### config.mk
export PLATFORM = sky130hd
export DESIGN_NAME = gshare_predictor
export DESIGN_NICKNAME = d
export VERILOG_FILES = /design/src/rtl/bp_pkg.sv /design/src/rtl/sat_counter_upd.sv /design/src/rtl/gshare_predictor.sv
export SDC_FILE = /design/constraint.sdc
export NUM_CORES = 1
export LEC_CHECK = 0
export BUFFER_PORTS_ARGS = -buffer_cell sky130_fd_sc_hd__buf_2
export CAP_MARGIN = 20
export CORE_MARGIN = 3
export CORE_UTILIZATION = 45
export DETAILED_ROUTE_END_ITERATION = 16
export GPL_ROUTABILITY_DRIVEN = 0
export PLACE_DENSITY_LB_ADDON = 0.25
export SYNTH_ARGS = -nofsm -noshare
export SYNTH_HDL_FRONTEND = slang
export SYNTH_SLANG_ARGS = --single-unit
### constraint.sdc
create_clock -name clk -period 3.6 [get_ports clk]
set_input_delay 0.72 -clock clk [delete_from_list [all_inputs] [get_ports clk]]
set_output_delay 0.72 -clock clk [all_outputs]
set_load 0.03 [all_outputs]
### src/rtl/bp_pkg.sv
// Shared types and helpers for the branch predictors: FSM state,
// counter init/saturation and table index width.
package bp_pkg;

    typedef enum logic {INIT, RUN} state_t;

    function automatic int index_width(int k, int m, int hash);
        return (hash != 0) ? k : k + m;
    endfunction

    // Weakly not-taken: one below the taken threshold.
    function automatic int counter_init(int n);
        return (1 << (n - 1)) - 1;
    endfunction

    function automatic int counter_max(int n);
        return (1 << n) - 1;
    endfunction

    function automatic int saturate(int value, int n);
        if (value < 0)
            return 0;
        if (value > counter_max(n))
            return counter_max(n);
        return value;
    endfunction

endpackage

### src/rtl/sat_counter_upd.sv
// Next value of an N-bit saturating counter moved one step toward the outcome.
module sat_counter_upd
    import bp_pkg::*;
#(
    parameter int N = 2
) (
    input  logic [N-1:0] count,
    input  logic         taken,
    output logic [N-1:0] next
);

    int stepped;

    always_comb begin
        stepped = int'(count) + (taken ? 1 : -1);
        next    = N'(saturate(stepped, N));
    end

endmodule

### src/rtl/gshare_predictor.sv
// Gshare branch direction predictor: counter table indexed by branch index and
// speculative global history, swept to weakly not-taken after every reset.
module gshare_predictor
    import bp_pkg::*;
#(
    parameter int K    = 4,
    parameter int M    = 4,
    parameter int N    = 2,
    parameter int HASH = 1
) (
    input  logic         clk,
    input  logic         reset,
    input  logic         pred_valid,
    input  logic [K-1:0] pred_idx,
    output logic         pred_ready,
    output logic         resp_valid,
    output logic         resp_taken,
    output logic [M-1:0] resp_hist,
    input  logic         upd_valid,
    input  logic [K-1:0] upd_idx,
    input  logic [M-1:0] upd_hist,
    input  logic         upd_taken,
    input  logic         upd_mispredict,
    output logic [M-1:0] ghr
);

    localparam int IW    = index_width(K, M, HASH);
    localparam int DEPTH = 1 << IW;
    localparam logic [N-1:0] INIT_VAL = N'(counter_init(N));

    state_t        state;
    logic [IW-1:0] init_ptr;
    logic [IW-1:0] pred_index;
    logic [IW-1:0] upd_index;
    logic [N-1:0]  mem [DEPTH];
    logic [N-1:0]  upd_next;
    logic          pred_dir;
    logic          accept;
    logic [M:0]    spec_shift;
    logic [M:0]    repair_shift;

    if (HASH != 0) begin : g_hash
        assign pred_index = pred_idx ^ IW'(ghr);
        assign upd_index  = upd_idx ^ IW'(upd_hist);
    end else begin : g_concat
        assign pred_index = {ghr, pred_idx};
        assign upd_index  = {upd_hist, upd_idx};
    end

    assign pred_ready = (state == RUN);
    assign accept     = pred_valid && pred_ready;
    assign pred_dir   = mem[pred_index][N-1];

    // One extra bit so the shift also works for a single-bit history.
    assign spec_shift   = {ghr, pred_dir};
    assign repair_shift = {upd_hist, upd_taken};

    sat_counter_upd #(.N(N)) u_sat (
        .count (mem[upd_index]),
        .taken (upd_taken),
        .next  (upd_next)
    );

    // Table has no reset so it can map onto RAM; INIT sweeps it instead.
    always_ff @(posedge clk) begin
        if (state == INIT)
            mem[init_ptr] <= INIT_VAL;
        else if (upd_valid)
            mem[upd_index] <= upd_next;
    end

    always_ff @(posedge clk or posedge reset) begin
        if (reset) begin
            state      <= INIT;
            init_ptr   <= '0;
            ghr        <= '0;
            resp_valid <= 1'b0;
            resp_taken <= 1'b0;
            resp_hist  <= '0;
        end else begin
            case (state)
                INIT: begin
                    resp_valid <= 1'b0;
                    init_ptr   <= init_ptr + 1'b1;
                    if (init_ptr == '1)
                        state <= RUN;
                end
                RUN: begin
                    resp_valid <= accept;
                    if (accept) begin
                        resp_taken <= pred_dir;
                        resp_hist  <= ghr;
                        ghr        <= spec_shift[M-1:0];
                    end
                    if (upd_valid && upd_mispredict)
                        ghr <= repair_shift[M-1:0];
                end
                default: state <= INIT;
            endcase
        end
    end

endmodule

==> reports/summary.txt, run 1 <==
crit-path max FO: 16
share of cells above drive strength 1: 38.82%
FF/Latch Area: 1336 um^2
Slew Limit Headroom: 55.84%
width of the die: 79.48 um
H-tree depth: 2
Cell Count, Final, Fillers Out: 307
Yosys top cell area share: 39.55%
final wirelength: 5083 um
fin area: 3063 um^2
GR Util met2: 26.38%
Seq/Total Area, Yosys: 54.99%
DR WL/cell: 16.56 um
vias in the first global route: 1568
Synth Net Count: 209
FILL cells: 399
Post-Syn Area: 2430 um^2
max_cap viols: 0
Via-to-Cell Ratio: 5.329
dominant cell type by area after synthesis: edfxtp_1
Final HPWL DP: 3902 um
fmax: 0.2725 GHz
remaining antenna violation count: 0
multi-input combinational cell area: 1135 um^2
Port Buffers: 28
Clk pin slew, worst setup/hold paths: 90 ps
minimum clock period: 3670 ps
CP Launch Type: input port
placed cell area: 2846 um^2
crit path kind: input port to flip-flop
library cells used by synthesis: 32
Num CTS Buffers: 5
fin nets: 265
Initial Util: 46.98%
Min Hold Slack: 452.6 ps
later-pin clock latency in the skew report: 300 ps
Slew Viols, Final: 0
CTS sink cnt: 47
met1 Use GR: 24.31%
CTS tree: built
Starting DRT DRC Count: 76
# setup viols final: 16
Fin Clk Skew: 10.73 ps
Yosys warning total: 0
overall routing resource usage: 17.47%
CTS max path bufs: 2
setup ws final: -69.76 ps
met3 Track Usage GR: 3.837%
dpl cells: 293
top_reg_cell synth: edfxtp_1
Pleak: 1.201 nW
Worst R2R Setup Slack: 390 ps
area delta synth->final: 26.06%
Fin. Hold Viols: 0
pwr dens: 481.6 nW/um^2
worst ir drop on vdd: 0.2880 mV
Worst Path Required: 3660 ps
I/O pin cnt: 29
period utilization: 101.9%
row count: 26
worst slew pin tran: 660.2 ps
min-delay worst type: input port to async pin
n_diodes: 0
DRC violations left: 0
Die Y: 79.48 um
Avg Synthesized Cell Area: 13.50 um^2
status: finished with violations
Critical Path AT: 3730 ps
Area contributors post-synth: edfxtp_1 40%, dfrtp_1 15%, mux4_1 6.5%
Synth Register Bits: 47
crit end category: flip-flop
global-route wire length before repair: 8073 um
Post-Synthesis Cells: 180
first-pass iteration count of the detailed router: 4
total die area: 6317 um^2
asr flop ratio synth: 31.91%
global route overflow: 0
Placeable Area: 5172 um^2
grt peak-use layer: met2
RSZ-0062 raised after global routing: yes
violated checks: setup timing
CTS root buffer: clkbuf_8
total power draw: 1.475 mW
antenna violations before repair: 0
largest net degree at the start of global routing: 21
Via Count: 1636
Post-synth EDFFs: 32
cell families (layout without fill, tap and decap cells):
family	Yosys count	in the layout	share of synthesized area [%]
AND/OR/NAND/NOR	54	54	9.835
flip-flops	47	47	54.99
AO/OA/AOI/OAI	26	26	7.312
multiplexers	18	18	15.29
XOR/XNOR	14	14	5.046
adder cells (fa/ha/maj)	11	11	5.973
buffers and inverters	10	67	1.545
final timing paths:
path / cells after the start / start / end
worst min-delay path: 2 / reset / ghr[1]$_DFFE_PP0P_
min in group clk: 2 / resp_hist[0]$_DFFE_PP0P_ / resp_hist[0]$_DFFE_PP0P_
worst min register to register: 2 / resp_hist[0]$_DFFE_PP0P_ / resp_hist[0]$_DFFE_PP0P_
worst max register to register: 11 / mem[6][1]$_DFFE_PP_ / mem[11][0]$_DFFE_PP_
max in group asynchronous: 2 / reset / init_ptr[1]$_DFFE_PP0N_
worst max-delay path: 13 / upd_hist[0] / mem[11][0]$_DFFE_PP_
routing by layer:
| layer | vias to the layer above | part of all wire [%] |
|---|---|---|
| met5 | - | 0 |
| met3 | 14 | 5.4 |
| met1 | 783 | 46 |
| met4 | 0 | 2.9 |
| met2 | 54 | 46 |
| li1 | 785 | - |
registers in the layout, indices dropped and copies added (netlist names):
register	cells
init_ptr	4
pred_ready	1
ghr	4
resp_hist	4
resp_taken	1
mem	32
resp_valid	1
critical path: stages:
cell	delay (ps)
buf_8	110
xor2_4	270
mux4_2	540
mux4_2	530
inv_2	100
ha_4	140
a21oi_2	50
ha_2	160
or4b_4	520
o21ai_4	180
nor2b_4	170
a32oi_2	80
buf_12	170
cell usage after synthesis (all sizes together) (2+ instances only):
master	number
o22ai	4
nand2	17
nor2	25
a31o	2
nand3	6
ha	10
nand4b	2
o21ai	4
inv	8
edfxtp	32
a22oi	2
o21a	2
mux4	13
nor2b	2
o32a	2
mux2	5
xor2	7
dfrtp	15
xnor2	7
a21oi	7
layout make-up:
cell class / count / share of cell area, %
clock buffers: 5 / 2.247
flip-flops and latches: 47 / 43.63
inverters: 8 / 0.9804
multi-input cells: 123 / 37.05
repair buffers: 51 / 11.68
clock inverters: 3 / 1.552
well taps: 70 / 2.859
layout by cell type (no fill, tap or decap), types with 7 or more instances in the layout:
| master | instances |
|---|---|
| dfrtp_1 | 15 |
| nand2_1 | 17 |
| ha_1 | 7 |
| inv_1 | 7 |
| buf_4 | 21 |
| buf_2 | 26 |
| xnor2_1 | 7 |
| edfxtp_1 | 32 |
| nor2_1 | 25 |
| mux4_2 | 11 |
power breakdown:
part           internal (mW)  switching [mW]  total [mW]
logic                  0.199           0.232       0.431
clock network          0.210           0.182       0.392
registers              0.629          0.0227       0.652
through the flow:
stage | utilization [%] | TNS (ps) | setup WS (ps)
floorplan | - | -1623 | -101.5
global placement | 55.03 | -14050 | -466.4
detailed placement | 55.03 | -15190 | -484.7
CTS | 57.64 | -3044 | -102.2
global route | 59.22 | -2472 | -161.9
finish | 59.22 | -990.6 | -69.76
repair_timing:
item / CTS / global route
endpoints found under the hold margin: 0 / 0
gates resized for setup: 6 / 4
endpoints found under the setup margin: 32 / 32
setup buffers: 0 / 6
hold buffers: 0 / 0
pin swaps: 1 / 2
Note: power is estimated with default switching activity, not from simulation.
==> inputs of run 2 (changes only) <==
--- a/config.mk
+++ b/config.mk
@@ -5,10 +5,11 @@
 export SDC_FILE = /design/constraint.sdc
 export NUM_CORES = 1
 export LEC_CHECK = 0
+export ABC_AREA = 1
 export BUFFER_PORTS_ARGS = -buffer_cell sky130_fd_sc_hd__buf_2
 export CAP_MARGIN = 20
 export CORE_MARGIN = 3
-export CORE_UTILIZATION = 45
+export CORE_UTILIZATION = 25
 export DETAILED_ROUTE_END_ITERATION = 16
 export GPL_ROUTABILITY_DRIVEN = 0
 export PLACE_DENSITY_LB_ADDON = 0.25
==> reports/summary.txt, run 2 <==
status: completed
FILL cells: 1121
Worst Path Required: 3650 ps
Num CTS Buffers: 5
global-route wire length before repair: 10150 um
library cells used by synthesis: 28
Placeable Area: 10370 um^2
n_diodes: 0
remaining antenna violation count: 0
Comb power frac: 28.0%
later-pin clock latency in the skew report: 300 ps
total power draw: 1.426 mW
Synth Net Count: 336
Sw Ratio: 31.93%
reg2reg start: mem[2][1]$_DFFE_PP_
post-CTS setup buffer count: 0
largest net degree at the start of global routing: 17
Slew Viols, Final: 0
Top Metal Used: met4
Clk pin slew, worst setup/hold paths: 80 ps
reg2reg end: mem[1][0]$_DFFE_PP_
CP Launch Type: input port
Yosys top cell area share: 36.04%
period utilization: 91.46%
Post-synth EDFFs: 32
fin nets: 375
Yosys warning total: 0
Seq/Total Area, Yosys: 50.12%
pwr dens: 456.0 nW/um^2
Avg Synthesized Cell Area: 8.685 um^2
Die Y: 109.3 um
placed cell area: 3020 um^2
Area contributors post-synth: edfxtp_1 36%, dfrtp_1 14%, nand2_1 11%
worst ir drop on vdd: 0.1596 mV
CTS resizes: 0
row count: 37
top_reg_cell synth: edfxtp_1
H-tree depth: 2
Via Count: 2074
Fin Clk Skew: 4.285 ps
I/O pin cnt: 29
clock group share of total power: 26.3%
Fin. Hold Viols: 0
Critical Path AT: 3350 ps
sequential power share: 45.7%
crit path kind: input port to flip-flop
Pleak: 1.452 nW
final wirelength: 6123 um
min-delay worst type: input port to async pin
fin area: 3127 um^2
CTS sink cnt: 47
Initial Util: 25.71%
dominant cell type by area after synthesis: edfxtp_1
crit end category: flip-flop
top-count cell post-synth: nand2_1
max_cap viols: 0
Post-Synthesis Cells: 307
Port Buffers: 28
width of the die: 109.3 um
DR WL/cell: 12.68 um
Final HPWL DP: 4989 um
multi-input combinational cell area: 1091 um^2
share of cells above drive strength 1: 15.56%
met3 WL: 185 um
minimum clock period: 3293 ps
Post-Syn Area: 2666 um^2
vias in the first global route: 2053
fmax: 0.3037 GHz
total die area: 11940 um^2
DRC violations left: 0
Pint: 0.9706 mW
Met2 Wirelength: 3053 um
Slew Limit Headroom: 60.10%
area delta synth->final: 17.27%
overall routing resource usage: 11.12%
FF/Latch Area: 1336 um^2
Worst R2R Setup Slack: 890 ps
global route overflow: 0
# setup viols final: 0
Synth Register Bits: 47
CTS max path bufs: 2
Via-to-Cell Ratio: 4.294
asr flop ratio synth: 31.91%
antenna violations before repair: 0
max reg flops: 32
RSZ-0062 raised after global routing: no
commonest cells in the netlist: 80 x nand2_1, 54 x inv_1, 41 x nand3_1, 32 x edfxtp_1, 17 x nor2_1
Core Util, Final: 30.15%
R2R depth: 13
NetSw: 0.4552 mW
CTS tree: built
Top reg by flops: mem
CTS root buffer: clkbuf_8
worst slew pin tran: 597.9 ps
crit-path max FO: 16
most common cell after layout, fill and taps aside: nand2_1
met1 wire length: 2784 um
commonest cells after routing, fill and taps aside: 80 x nand2_1, 54 x inv_1, 41 x nand3_1
Starting DRT DRC Count: 170
first-pass iteration count of the detailed router: 4
hold_buf cts: 0
-- run 2: cell types whose count changed after synthesis, sizes merged, moves of 9 or more --
cell,before,now
mux4,13,0
o211ai,0,11
nand3,6,42
inv,8,58
nand2,17,83
o21ai,4,13
-- run 2: stage by stage --
stage          setup slack [ps]  hold slack, ps  instances  setup TNS (ps)
4_1_cts                   289.4           484.4        483               0
5_1_grt                   65.03           520.1        483               0
6_report                  307.4           474.7        483               0
2_1_floorplan             391.3           484.2        307               0
3_5_place_dp             -38.43           470.5        475          -612.6
3_3_place_gp             -7.041           464.9        475          -109.6
-- run 2: area by class of cell --
type / count / share of cell area, %
timing repair buffer: 35 / 6.563
clock inverter: 1 / 0.9604
multi-input combinational: 199 / 34.89
sequential: 47 / 42.74
tap: 136 / 5.442
clock buffer: 7 / 2.441
inverter: 58 / 6.963
-- run 2: kinds of logic (layout without fill, tap and decap cells) --
| logic type | count (synthesis) | count (layout) | share of synthesized area, % |
|---|---|---|---|
| flip-flops | 47 | 47 | 50.12 |
| AND/OR/NAND/NOR | 147 | 147 | 23.70 |
| AO/OA/AOI/OAI | 31 | 31 | 7.227 |
| buffers and inverters | 61 | 101 | 8.963 |
| XOR/XNOR | 10 | 10 | 4.552 |
| adder cells (fa/ha/maj) | 11 | 11 | 5.443 |
-- run 2: worst max-delay path by stage --
stage | startpoint | to | slack [ps]
2_1_floorplan | upd_hist[0] | mem[0][0]$_DFFE_PP_ | 390
3_3_place_gp | upd_hist[0] | mem[15][0]$_DFFE_PP_ | -7
3_5_place_dp | upd_hist[0] | mem[15][0]$_DFFE_PP_ | -40
4_1_cts | upd_hist[0] | mem[10][0]$_DFFE_PP_ | 290
5_1_grt | upd_hist[0] | mem[10][0]$_DFFE_PP_ | 70
6_report | upd_hist[0] | mem[1][0]$_DFFE_PP_ | 310
-- run 2: metal layers --
layer  track usage [%]  up-vias
li1                  -     1071
met1             13.93      965
met2             19.61       31
met3             1.362        7
met4             4.007        0
met5                 0        -
-- run 2: power groups by stage --
stage / Sequential [mW] / Combinational (mW) / Clock, mW
floorplan: 0.714 / 0.224 / 0
global placement: 0.663 / 0.405 / 0
detailed placement: 0.664 / 0.402 / 0
CTS: 0.653 / 0.404 / 0.387
global route: 0.657 / 0.451 / 0.414
finish: 0.652 / 0.399 / 0.375
-- run 2: critical path: stages --
cell and delay, ps:
buf_2 120, inv_2 80, nand2_1 70, nand2_1 280, nand2_1 90, o211ai_1 90
nand3_1 100, nand3_1 100, nand2_1 130, fa_1 410, ha_1 280, nand2_1 50
o41ai_1 400, nand2_1 100, nand2_1 70, nand2_1 90, buf_12 160
